<file path="src/rtl/sound_sequencer.sv">
// Sound event scheduler: latches collision/move requests, plays them one at a time
// on the shared oscillator in fixed priority (bad > good > move), and owns the mute state.
module sound_sequencer #(
    parameter int DUR       = 25,
    parameter int GAP       = 5,
    parameter int FW        = 8,
    parameter int FREQ_BAD  = 126,
    parameter int FREQ_GOOD = 89,
    parameter int FREQ_MOVE = 149
) (
    input  logic          clk,
    input  logic          rst,
    input  logic          good_req,
    input  logic          bad_req,
    input  logic          move_req,
    input  logic          mute_toggle,
    output logic [FW-1:0] freq,
    output logic          play,
    output logic [1:0]    active_src,
    output logic [2:0]    pending,
    output logic          muted,
    output logic          busy
);

    typedef enum logic [1:0] {IDLE, TONE, GAP_S} state_t;

    localparam logic [FW-1:0] F_BAD    = FW'(FREQ_BAD);
    localparam logic [FW-1:0] F_GOOD   = FW'(FREQ_GOOD);
    localparam logic [FW-1:0] F_MOVE   = FW'(FREQ_MOVE);
    localparam logic [7:0]    DUR_LOAD = 8'(DUR - 1);
    localparam logic [7:0]    GAP_LOAD = 8'(GAP - 1);

    localparam logic [1:0] SRC_NONE = 2'b00;
    localparam logic [1:0] SRC_MOVE = 2'b01;
    localparam logic [1:0] SRC_GOOD = 2'b10;
    localparam logic [1:0] SRC_BAD  = 2'b11;

    state_t        state_reg, state_next;
    logic [7:0]    counter_reg, counter_next;
    logic [FW-1:0] freq_next;
    logic          play_next;
    logic [1:0]    src_next;
    logic          busy_next;
    logic [2:0]    pending_next;
    logic [2:0]    req_vec;
    logic [2:0]    grant_vec;
    logic          clear_all;

    assign req_vec   = {bad_req, good_req, move_req};
    // Muted (or about to toggle mute) means no request may survive.
    assign clear_all = muted | mute_toggle;

    // A grant wins over a same-cycle request of the same source, absorbing it.
    generate
        for (genvar gi = 0; gi < 3; gi++) begin : g_pend
            assign pending_next[gi] = !clear_all && !grant_vec[gi] &&
                                      (pending[gi] || req_vec[gi]);
        end
    endgenerate

    always_comb begin
        state_next   = state_reg;
        counter_next = counter_reg;
        freq_next    = freq;
        play_next    = play;
        src_next     = active_src;
        busy_next    = busy;
        grant_vec    = 3'b000;

        if (mute_toggle) begin
            state_next   = IDLE;
            counter_next = 8'd0;
            freq_next    = '0;
            play_next    = 1'b0;
            src_next     = SRC_NONE;
            busy_next    = 1'b0;
        end else begin
            case (state_reg)
                IDLE: begin
                    if (!muted && pending != 3'b000) begin
                        state_next   = TONE;
                        counter_next = DUR_LOAD;
                        play_next    = 1'b1;
                        busy_next    = 1'b1;
                        if (pending[2]) begin
                            grant_vec = 3'b100;
                            freq_next = F_BAD;
                            src_next  = SRC_BAD;
                        end else if (pending[1]) begin
                            grant_vec = 3'b010;
                            freq_next = F_GOOD;
                            src_next  = SRC_GOOD;
                        end else begin
                            grant_vec = 3'b001;
                            freq_next = F_MOVE;
                            src_next  = SRC_MOVE;
                        end
                    end
                end
                TONE: begin
                    // A bad collision cuts any other tone short; the cut tone is dropped.
                    if (pending[2] && active_src != SRC_BAD) begin
                        grant_vec    = 3'b100;
                        freq_next    = F_BAD;
                        src_next     = SRC_BAD;
                        counter_next = DUR_LOAD;
                    end else if (counter_reg == 8'd0) begin
                        state_next   = GAP_S;
                        play_next    = 1'b0;
                        counter_next = GAP_LOAD;
                    end else begin
                        counter_next = counter_reg - 8'd1;
                    end
                end
                GAP_S: begin
                    if (counter_reg == 8'd0) begin
                        state_next = IDLE;
                        freq_next  = '0;
                        src_next   = SRC_NONE;
                        busy_next  = 1'b0;
                    end else begin
                        counter_next = counter_reg - 8'd1;
                    end
                end
                default: begin
                    state_next   = IDLE;
                    counter_next = 8'd0;
                    freq_next    = '0;
                    play_next    = 1'b0;
                    src_next     = SRC_NONE;
                    busy_next    = 1'b0;
                end
            endcase
        end
    end

    always_ff @(posedge clk or posedge rst) begin
        if (rst) begin
            state_reg   <= IDLE;
            counter_reg <= 8'd0;
            freq        <= '0;
            play        <= 1'b0;
            active_src  <= SRC_NONE;
            pending     <= 3'b000;
            muted       <= 1'b0;
            busy        <= 1'b0;
        end else begin
            state_reg   <= state_next;
            counter_reg <= counter_next;
            freq        <= freq_next;
            play        <= play_next;
            active_src  <= src_next;
            pending     <= pending_next;
            muted       <= muted ^ mute_toggle;
            busy        <= busy_next;
        end
    end

endmodule

</file>
<file path="config.mk">
export PLATFORM = sky130hd
export DESIGN_NAME = sound_sequencer
export DESIGN_NICKNAME = d
export VERILOG_FILES = /design/src/rtl/sound_sequencer.sv
export SDC_FILE = /design/constraint.sdc
export NUM_CORES = 1
export LEC_CHECK = 0
export BUFFER_PORTS_ARGS = -buffer_cell sky130_fd_sc_hd__buf_2
export CORE_MARGIN = 2
export CORE_UTILIZATION = 40
export DETAILED_ROUTE_END_ITERATION = 12
export PLACE_DENSITY_LB_ADDON = 0.3
export SYNTH_ARGS = -nofsm -noshare
export SYNTH_HDL_FRONTEND = slang
export SYNTH_SLANG_ARGS = --single-unit
</file>
<file path="constraint.sdc">
create_clock -name clk -period 3.9 [get_ports clk]
set_clock_uncertainty 0.15 [all_clocks]
set_input_delay 0.195 -clock clk [delete_from_list [all_inputs] [get_ports clk]]
set_output_delay 0.195 -clock clk [all_outputs]
set_load 0.005 [all_outputs]
</file>
==> summary.txt, run 1 <==
Logic synthesis
  • Ys Warns: 0
  • Syn avg cell area: 9.61 um^2
  • Post-synth top area share: 40.9%
  • Cells after Synth: 140
  • Synthesized area: 1350 um^2
  • #FFs+latches synth: 22
  • Yosys top cell by area: dfrtp_1
  • Dominant synthesized flop cell: dfrtp_1
  • Post-synth EDFFs: 0
  • Top post-synthesis cells by area: dfrtp_1 41%, o21ai_0 4.8%, a21oi_1 4.5%
  • Asr flop ratio synth: 100%
  • Synth cell types: 45
  • Syn Nets: 149
  • Seq/Total Area, Yosys: 40.9%

Min path
  • Hold Path Origin: good_req
  • Type of the worst min-delay path: in2reg

Die
  • # IOs: 22
  • Core area: 3280 um^2
  • Die Span X: 62.0 um
  • FP Rows: 21
  • Die ar.: 3840 um^2
  • Initial Util: 41.0%
  • Die Y: 62.0 um

Routing
  • Antenna viol nets, final: 0
  • Post-Route WL: 3000 um
  • Initial DRC Count: 62
  • DRC viols: 0
  • DR vias: 1150
  • Met2 routed WL: 1360 um
  • WL met3: 105 um
  • Via density: 5.67
  • Pre-antenna DRT Iters: 4
  • Wl on met1: 1490 um
  • Post-DR wirelength/cell: 14.8 um
  • Highest metal used: met4

Clock network
  • Longest Clk Path Bufs: 2
  • Clock Sinks: 22
  • H-tree depth: 1
  • Cts bufs inserted: 3
  • Clock transition at the registers of the reported paths: 0.14 ns
  • CTS tree: built
  • Post-CTS Setup Bufs: 0
  • Root buffer cell: clkbuf_4
  • Clock Latency Late Sink: 0.32 ns

Worst setup path
  • Critical path origin: counter_reg[0]
  • WP data arrival: 2.31 ns
  • FF-to-FF setup slack: 1.67 ns
  • Reg2reg start: counter_reg[0]
  • Crit path max fanout: 7
  • Crit path kind: reg2reg
  • Crit-path cells: inv_1 > ha_1 > nor3b_2 > nand2_4 > a211o_4 > mux2_4
  • Critical Path End Type: flip-flop
  • Req. time, crit path: 3.97 ns
  • Crit-path max cell delay: 0.44 ns
  • Crit-path slowest cell: dfrtp_1
  • Type of origin of the critical path: flip-flop

Power
  • Clock power share: 16.1%
  • Gate power share: 46.8%
  • Pwr Density: 733 nW/um^2
  • Tot Pwr: 0.00111 W
  • Share of power burned in registers: 37.1%
  • Pint: 0.000650 W
  • Lkg Pwr: 0.686 nW
  • Sw frac: 41.6%
  • Max rail drop VDD: 0.293 mV
  • P_sw: 0.000463 W

Final layout
  • Layout cells sized above 1: 25.5%
  • # diodes: 0
  • Layout area overhead: 13.0%
  • Nets: 167
  • Fillcell total: 305
  • Multi-input gate area: 708 um^2
  • Reg area: 551 um^2
  • Number of flip-flops in the largest register: 8

STA
  • Period minus WS final: 2.23 ns
  • Final setup fails: 0
  • Max_slew headroom: 43.0%
  • Post-Route Setup TNS: 0 ns
  • Crit share post-route: 57.2%
  • Fin. Hold Viols: 0
  • Max-slew violations: 0
  • RSZ-0062 raised after global routing: false
  • Slew @ Worst Pin: 0.854 ns
  • Fmax: 448 MHz

GRT
  • Largest net degree at the start of global routing: 23
  • Total global routing overflow: 0
  • Initial antenna violation count: 0
  • Number of global-route vias before repair: 1053
  • Total global-route track usage: 17.4%
  • First-pass GRT wire length: 4940 um

Job
  • Maxcap violations: 0

Placement
  • RePlAce Congestion: 0.824
  • I/O Buffers: 21
  • Detailed placement HPWL: 2150 um

Status
  • Status: complete, no violations
[power by group through the flow]
| stage | clock network [W] | registers, W | logic (W) |
|---|---|---|---|
| 2_1_floorplan | 0 | 0.000383 | 0.000429 |
| 3_3_place_gp | 0 | 0.000413 | 0.000510 |
| 3_5_place_dp | 0 | 0.000416 | 0.000518 |
| 4_1_cts | 0.000182 | 0.000413 | 0.000522 |
| 5_1_grt | 0.000192 | 0.000430 | 0.000592 |
| 6_report | 0.000180 | 0.000413 | 0.000521 |
[path summary, 6_finish.rpt]
| check | to | depth (start not counted) |
|---|---|---|
| max reg2reg | freq[4] | 6 |
| min reg2reg | freq[5] | 1 |
| min | pending[1] | 3 |
| max | freq[4] | 6 |
| max in group asynchronous | counter_reg[3] | 3 |
| min in group asynchronous | freq[7] | 3 |
[cell type report]
cell class,instances,share of cell area (%)
multi-input combinational,101,46.6
sequential,22,36.2
timing repair buffer,23,8.23
tap,46,3.79
clock inverter,1,1.98
inverter,7,1.73
clock buffer,3,1.48
[layout by cell type (no fill, tap or decap), drive strengths merged, types with 2 or more instances in the layout]
cell         instances
a21oi               12
dfrtp               22
clkbuf               3
mux2                 4
nand2                9
mux2i                2
nor2                10
or2                  2
ha                   3
a31oi                2
o2111ai              3
o211ai               5
o21ai               14
nor3b                4
nor3                 5
buf                 21
nand3                3
inv                  7
dlygate4sd3          2
[worst max-delay path: cells and delay by family (launching register included)]
family	cells	cell delay, ns
simple gates	2	0.58
fa+ha+maj	1	0.14
buf+inv	1	0.10
compound gates	1	0.42
mux	1	0.31
flops	1	0.44
[Yosys cell counts, types with 2 or more instances]
master	count
dfrtp_1	22
mux2_4	4
o211ai_1	5
clkbuf_1	5
a31oi_1	2
buf_4	4
inv_1	7
o21ai_0	13
nor3_1	5
or2_2	2
nand3_1	3
nor2_1	10
nor3b_1	2
o2111ai_1	3
a21oi_1	12
nand2_1	8
nor3b_2	2
ha_1	3
mux2i_1	2
[repair_timing]
item	4_1_cts	5_1_grt
hold endpoints to repair	24	0
hold buffers	2	0
resized for setup	0	0
[stage by stage]
step / util (%) / cells / hold slack [ns] / worst slack (ns) / instance area, um^2
final: 46.3 / 203 / 0.0000103 / 1.67 / 1520
after global placement: 44.1 / 197 / 0.248 / 1.76 / 1450
after CTS: 46.3 / 203 / 0.00747 / 1.67 / 1520
after floorplan: - / 140 / 0.0342 / 1.87 / 1350
after detailed placement: 44.1 / 197 / 0.261 / 1.69 / 1450
after global routing: 46.3 / 203 / 0.0196 / 1.55 / 1520
[cells by family (layout without fill, tap and decap cells)]
| family | Yosys count | count (layout) | share of synthesized area [%] |
|---|---|---|---|
| compound gates | 50 | 50 | 25.1 |
| xor+xnor | 1 | 1 | 0.651 |
| fa+ha+maj | 3 | 3 | 2.79 |
| buf+inv | 17 | 34 | 6.42 |
| flops | 22 | 22 | 40.9 |
| mux | 6 | 6 | 5.95 |
| simple gates | 41 | 41 | 18.1 |
[per-layer routing]
metal	track usage (%)	up-vias
met5	0	-
met4	6.69	0
met3	2.69	5
met2	26.3	37
met1	25.1	554
li1	-	554
Power figures use the tool's default switching activity.
==> run 2, diff against run 1 <==
clock period = 2.2 ns   (was 3.9 ns; I/O delays follow)
==> run 2 against run 1 <==
Die area unchanged. Clock power up 76%. Fmax up 9.0%. Critical path depth down 2. Design area is 6.3% higher. Non-clock buffer count up 11. Wire length increased by 7.4%. Hold slack better by 0.33 ns. Sequential cell count unchanged. Critical endpoint is now counter_reg[7].
==> summary.txt, run 2 (synthesis gave the netlist of run 1 again) <==
Placement
  • RePlAce Congestion: 0.781 (was 0.824)
  • Detailed placement HPWL: 2360 um (was 2150 um)
  • I/O Buffers: 21 (unchanged)
  • Post-DP Area: 1510 um^2 (was 1450 um^2)

Routing
  • DR vias: 1207 (was 1150)
  • Via density: 5.64 (was 5.67)
  • Antenna viol nets, final: 0 (unchanged)
  • DRC viols: 0 (unchanged)
  • Initial DRC Count: 70 (was 62)
  • Post-Route WL: 3220 um (was 3000 um)
  • Pre-antenna DRT Iters: 4 (unchanged)
  • Post-DR wirelength/cell: 15.1 um (was 14.8 um)

Final layout
  • Layout area overhead: 20.1% (was 13.0%)
  • Commonest non-fill, non-tap cell in the layout: dfrtp_1 (unchanged)
  • # diodes: 0 (unchanged)
  • Reg area: 551 um^2 (unchanged)
  • Fillcell total: 315 (was 305)
  • Number of flip-flops in the largest register: 8 (unchanged)
  • Multi-input gate area: 713 um^2 (was 708 um^2)
  • Layout cells sized above 1: 29.2% (was 25.5%)
  • Most frequent cells in the layout: 22 x dfrtp_1, 21 x buf_2, 13 x o21ai_0, 12 x a21oi_1, 10 x nor2_1 (unchanged)
  • Nets: 178 (was 167)
  • Final Instance Area: 1620 um^2 (was 1520 um^2)

GRT
  • Met2 GRT Util: 28.7% (was 26.3%)
  • Met1 Resource Use GR: 26.7% (was 25.1%)
  • M3 GR Usage: 3.31% (was 2.69%)
  • Total global-route track usage: 18.9% (was 17.4%)
  • Total global routing overflow: 0 (unchanged)
  • Most Crowded Layer GR: met2 (unchanged)
  • First-pass GRT wire length: 5310 um (was 4940 um)
  • Largest net degree at the start of global routing: 23 (unchanged)
  • Number of global-route vias before repair: 1120 (was 1053)
  • Initial antenna violation count: 0 (unchanged)

Clock network
  • Longest Clk Path Bufs: 2 (unchanged)
  • CTS tree: built (unchanged)
  • H-tree depth: 1 (unchanged)
  • Clock Sinks: 22 (unchanged)
  • Root buffer cell: clkbuf_4 (unchanged)
  • Cts bufs inserted: 3 (unchanged)
  • Clock transition at the registers of the reported paths: 0.13 ns (was 0.14 ns)
  • Clock Latency Late Sink: 0.31 ns (was 0.32 ns)

STA
  • Max-slew violations: 0 (unchanged)
  • RSZ-0062 raised after global routing: false (unchanged)
  • Crit share post-route: 93.1% (was 57.2%)
  • Period minus WS final: 2.05 ns (was 2.23 ns)
  • Post-Route Setup TNS: 0 ns (unchanged)
  • Final setup fails: 0 (unchanged)
  • Fmax: 488 MHz (was 448 MHz)
  • Fin. Hold Viols: 0 (unchanged)
  • Slew @ Worst Pin: 0.843 ns (was 0.854 ns)
  • Max_slew headroom: 43.7% (was 43.0%)

Worst setup path
  • Crit path max-delay family: simple AND/OR/NAND/NOR gates (unchanged)
  • Req. time, crit path: 2.29 ns (was 3.97 ns)
  • Crit-path max cell delay: 0.65 ns (was 0.44 ns)
  • WP data arrival: 2.14 ns (was 2.31 ns)
  • Reg2reg start: counter_reg[2] (was counter_reg[0])
  • Crit-path cells: or4_1 > nor4b_1 > o2111ai_1 > o211ai_1 (was inv_1 > ha_1 > nor3b_2 > nand2_4 > a211o_4 > mux2_4)
  • Worst R2R Path Depth: 4 (was 6)
  • Crit path max fanout: 6 (was 7)
  • Crit path kind: reg2reg (unchanged)
  • FF-to-FF End: counter_reg[7] (was freq[4])
  • Type of origin of the critical path: flip-flop (unchanged)
  • Crit-path slowest cell: or4_1 (was dfrtp_1)
  • Critical Path End Type: flip-flop (unchanged)
  • FF-to-FF setup slack: 0.15 ns (was 1.67 ns)
  • CP Buf/Inv Count: 0 (was 1)

Job
  • Maxcap violations: 0 (unchanged)

Die
  • Die Y: 62.0 um (unchanged)
  • Core area: 3280 um^2 (unchanged)
  • FP Rows: 21 (unchanged)
  • Initial Util: 41.0% (unchanged)
  • # IOs: 22 (unchanged)
  • Die ar.: 3840 um^2 (unchanged)
  • Die Span X: 62.0 um (unchanged)

Power
  • Max rail drop VDD: 0.467 mV (was 0.293 mV)
  • Pwr Density: 1280 nW/um^2 (was 733 nW/um^2)
  • Lkg Pwr: 0.742 nW (was 0.686 nW)

Min path
  • Type of the worst min-delay path: in2async (was in2reg)

Status
  • Status: complete, no violations (unchanged)
==> run 2: changes by cell type in the layout (fill, tap and decap cells not counted) <==
| cell | before | now |
|---|---|---|
| dlygate4sd3_1 | 2 | 5 |
| buf_4 | 0 | 8 |
| nor3b_2 | 2 | 3 |
| nor3b_1 | 2 | 1 |
==> run 2: power by group <==
part / switching [W] / leakage (nW) / internal, W
Clock: 0.000133 / 0.0279 / 0.000184
Combinational: 0.000525 / 0.427 / 0.000501
Sequential: 0.000189 / 0.287 / 0.000536
Total: 0.000847 / 0.742 / 0.00122
==> run 2: cell type report <==
type	instances	area share (%)
Multi-Input combinational cell	101	44.2
Sequential cell	22	34.1
Timing Repair Buffer	34	13.3
Tap cell	46	3.56
Clock inverter	1	1.86
Inverter	7	1.63
Clock buffer	3	1.39
==> run 2: tightest hold or removal path, delay by kind of cell <==
| family | cells | cell delay (ns) |
|---|---|---|
| buffers and inverters | 3 | 1.25 |
==> run 2: per-stage QoR <==
stage	total power [W]	std cells	worst slack [ns]	hold WS, ns	util (%)
2_1_floorplan	0.00144	140	0.166	-0.0508	-
3_3_place_gp	0.00171	205	0.240	0.163	45.9
3_5_place_dp	0.00174	205	0.160	0.176	45.9
4_1_cts	0.00206	214	0.135	0.371	49.0
5_1_grt	0.00224	214	0.0553	0.395	49.2
6_report	0.00207	214	0.153	0.334	49.2
==> run 2: worst max-delay path by stage <==
stage / from / end / slack (ns) / depth (start not counted)
CTS: counter_reg[0] / counter_reg[4] / 0.13 / 6
floorplan: counter_reg[0] / freq[2] / 0.17 / 6
detailed placement: counter_reg[0] / counter_reg[4] / 0.16 / 6
global route: counter_reg[0] / freq[7] / 0.06 / 6
global placement: counter_reg[2] / counter_reg[7] / 0.24 / 4
finish: counter_reg[2] / counter_reg[7] / 0.15 / 4
==> run 2: repair_timing <==
item / in CTS / in global routing
endpoints found under the hold margin: 28 / 0
endpoints found under the setup margin: 0 / 1
resized for setup: 0 / 1
buffers inserted: 0 / 0
hold buffers: 5 / 0
==> run 2: metal layers <==
layer  vias up  routed length [um]
met1       591                1490
met4         0                  44
met2        41                1530
met3         5                 148
li1        570                   -
met5         -                   0
==> run 3, diff against run 2 <==
CORE_UTILIZATION = 52   (was 40)
TNS_END_PERCENT = 50   (was default)
==> run 3 against run 2 <==
Global-route usage rose by 5.0 points. Non-clock buffer count unchanged. Fmax rose by 0.20%. Design area shrank 3.4%. Largest cell class unchanged. Clock power down 42%. Hold slack improved by 0.011 ns. Sequential power down 2%. Combinational power about the same. Utilization grew 14 points. Register-to-register slack is essentially flat. Critical path type unchanged. Sequential share of layout area grew 1.2 points. Critical endpoint is now freq[2].
==> summary.txt, run 3 (synthesis gave the netlist of run 1 again) <==
Power
  • Pwr Density: 1240 nW/um^2 (was 1280 nW/um^2)
  • Max rail drop VDD: 0.715 mV (was 0.467 mV)
  • Tot Pwr: 0.00194 W (was 0.00207 W)
  • Lkg Pwr: 0.725 nW (was 0.742 nW)

STA
  • Fin. Hold Viols: 0 (unchanged)
  • Final worst slack: 0.157 ns (was 0.153 ns)
  • Final setup fails: 0 (unchanged)
  • Slew @ Worst Pin: 0.819 ns (was 0.843 ns)
  • RSZ-0062 raised after global routing: false (unchanged)
  • Post-Route Setup TNS: 0 ns (unchanged)
  • Fmax: 489 MHz (was 488 MHz)
  • Max-slew violations: 0 (unchanged)
  • Period minus WS final: 2.04 ns (was 2.05 ns)
  • Max_slew headroom: 45.3% (was 43.7%)
  • Crit share post-route: 92.9% (was 93.1%)

Routing
  • Initial DRC Count: 24 (was 70)
  • Via density: 5.94 (was 5.64)
  • Post-DR wirelength/cell: 15.5 um (was 15.1 um)
  • DRC viols: 0 (unchanged)
  • Post-Route WL: 3050 um (was 3220 um)
  • DR vias: 1171 (was 1207)
  • Antenna viol nets, final: 0 (unchanged)
  • Pre-antenna DRT Iters: 4 (unchanged)

Min path
  • Type of the worst min-delay path: in2async (unchanged)

Worst setup path
  • Critical Path End Type: flip-flop (unchanged)
  • FF-to-FF End: freq[2] (was counter_reg[7])
  • Type of origin of the critical path: flip-flop (unchanged)
  • CP endpoint: freq[2] (was counter_reg[7])
  • Req. time, crit path: 2.26 ns (was 2.29 ns)
  • Crit path kind: reg2reg (unchanged)
  • Crit path max fanout: 7 (was 6)
  • Worst R2R Path Depth: 6 (was 4)
  • WP data arrival: 2.10 ns (was 2.14 ns)
  • Critical path origin: counter_reg[0] (was counter_reg[2])
  • Reg2reg start: counter_reg[0] (was counter_reg[2])
  • FF-to-FF setup slack: 0.16 ns (was 0.15 ns)

GRT
  • Total global routing overflow: 0 (unchanged)
  • First-pass GRT wire length: 5030 um (was 5310 um)
  • Initial antenna violation count: 0 (unchanged)
  • Number of global-route vias before repair: 1080 (was 1120)
  • Largest net degree at the start of global routing: 23 (unchanged)
  • Total global-route track usage: 23.9% (was 18.9%)

Die
  • Die Y: 54.9 um (was 62.0 um)
  • Core area: 2450 um^2 (was 3280 um^2)
  • FP Rows: 18 (was 21)
  • Initial Util: 54.8% (was 41.0%)
  • Die Span X: 54.9 um (was 62.0 um)
  • Die ar.: 3010 um^2 (was 3840 um^2)
  • # IOs: 22 (unchanged)

Final layout
  • Commonest non-fill, non-tap cell in the layout: dfrtp_1 (unchanged)
  • Fillcell total: 204 (was 315)
  • # diodes: 0 (unchanged)
  • Nets: 178 (unchanged)
  • Layout area overhead: 16.0% (was 20.1%)
  • Layout cells sized above 1: 28.1% (was 29.2%)
  • Most frequent cells in the layout: 22 x dfrtp_1, 21 x buf_2, 13 x o21ai_0, 12 x a21oi_1, 10 x nor2_1 (unchanged)
  • Number of flip-flops in the largest register: 8 (unchanged)
  • Final cell count without fillers: 197 (was 214)

Placement
  • Placed cells: 189 (was 205)
  • RePlAce Congestion: 0.856 (was 0.781)
  • I/O Buffers: 21 (unchanged)
  • Post-Place Worst Slack: 0.179 ns (was 0.160 ns)
  • Detailed placement HPWL: 2280 um (was 2360 um)

Clock network
  • Cts bufs inserted: 3 (unchanged)
  • Longest Clk Path Bufs: 2 (unchanged)
  • Root buffer cell: clkbuf_4 (unchanged)
  • Clock Latency Late Sink: 0.31 ns (about the same)
  • Clock Sinks: 22 (unchanged)
  • CTS tree: built (unchanged)
  • Post-CTS sizing: 0 (unchanged)
  • Clock transition at the registers of the reported paths: 0.12 ns (was 0.13 ns)
  • H-tree depth: 1 (unchanged)

Status
  • Status: complete, no violations (unchanged)

Job
  • Maxcap violations: 0 (unchanged)
-- run 3: cell count changes in the layout (fill, tap and decap cells not counted) --
cell	previous run	this run
nor3b_1	1	2
bufinv_16	1	0
nor3b_2	3	2
-- run 3: worst min path at each step --
stage             from              to  slack, ns  cells past startpoint
2_1_floorplan      rst            busy      -0.05                      1
3_3_place_gp       rst  counter_reg[6]       0.15                      2
3_5_place_dp       rst  counter_reg[6]       0.17                      2
4_1_cts            rst  counter_reg[6]       0.37                      3
5_1_grt        freq[7]         freq[7]       0.41                      1
6_report           rst  counter_reg[4]       0.34                      3
-- run 3: worst max-delay path, cell delays in order, from the launching register on --
cell     delay, ns
dfrtp_1       0.43
inv_1         0.09
ha_1          0.15
nor3b_2       0.28
nand2_4       0.12
a211o_4       0.41
mux2_4        0.31
-- run 3: what timing repair did --
item                                   CTS  global route
hold buffers                             5             0
buffers inserted                         0             0
endpoints found under the hold margin   28             0
setup endpoints to repair                0             0
-- run 3: routing by layer --
layer / GRT usage (%) / up-vias / wire length (um) / share of wire (%)
met5: 0 / - / 0 / 0
met4: 8.75 / 0 / 39 / 1.3
li1: - / 575 / - / -
met2: 38.5 / 26 / 1510 / 50
met1: 32.3 / 566 / 1400 / 46
met3: 3.28 / 4 / 98 / 3.2
-- run 3: area by class of cell --
class / count / area [um^2] / area share (%)
multi-input combinational: 101 / 708 / 45.4
sequential: 22 / 551 / 35.3
timing repair buffer: 34 / 215 / 13.8
tap: 30 / 37.5 / 2.41
inverter: 7 / 26.3 / 1.68
clock buffer: 3 / 22.5 / 1.44
-- run 3: stage by stage --
step	hold WS, ns	instance area (um^2)	utilization [%]
2_1_floorplan	-0.0508	1350	-
3_3_place_gp	0.152	1490	60.6
3_5_place_dp	0.173	1490	60.6
4_1_cts	0.375	1560	63.6
5_1_grt	0.411	1560	63.6
6_report	0.345	1560	63.6
-- run 3: where the power goes --
part           total (W)  internal (W)  leakage [nW]  switching, W
clock           0.000185     0.0000641        0.0138      0.000121
combinational    0.00104      0.000503         0.424      0.000541
sequential      0.000709      0.000537         0.287      0.000172
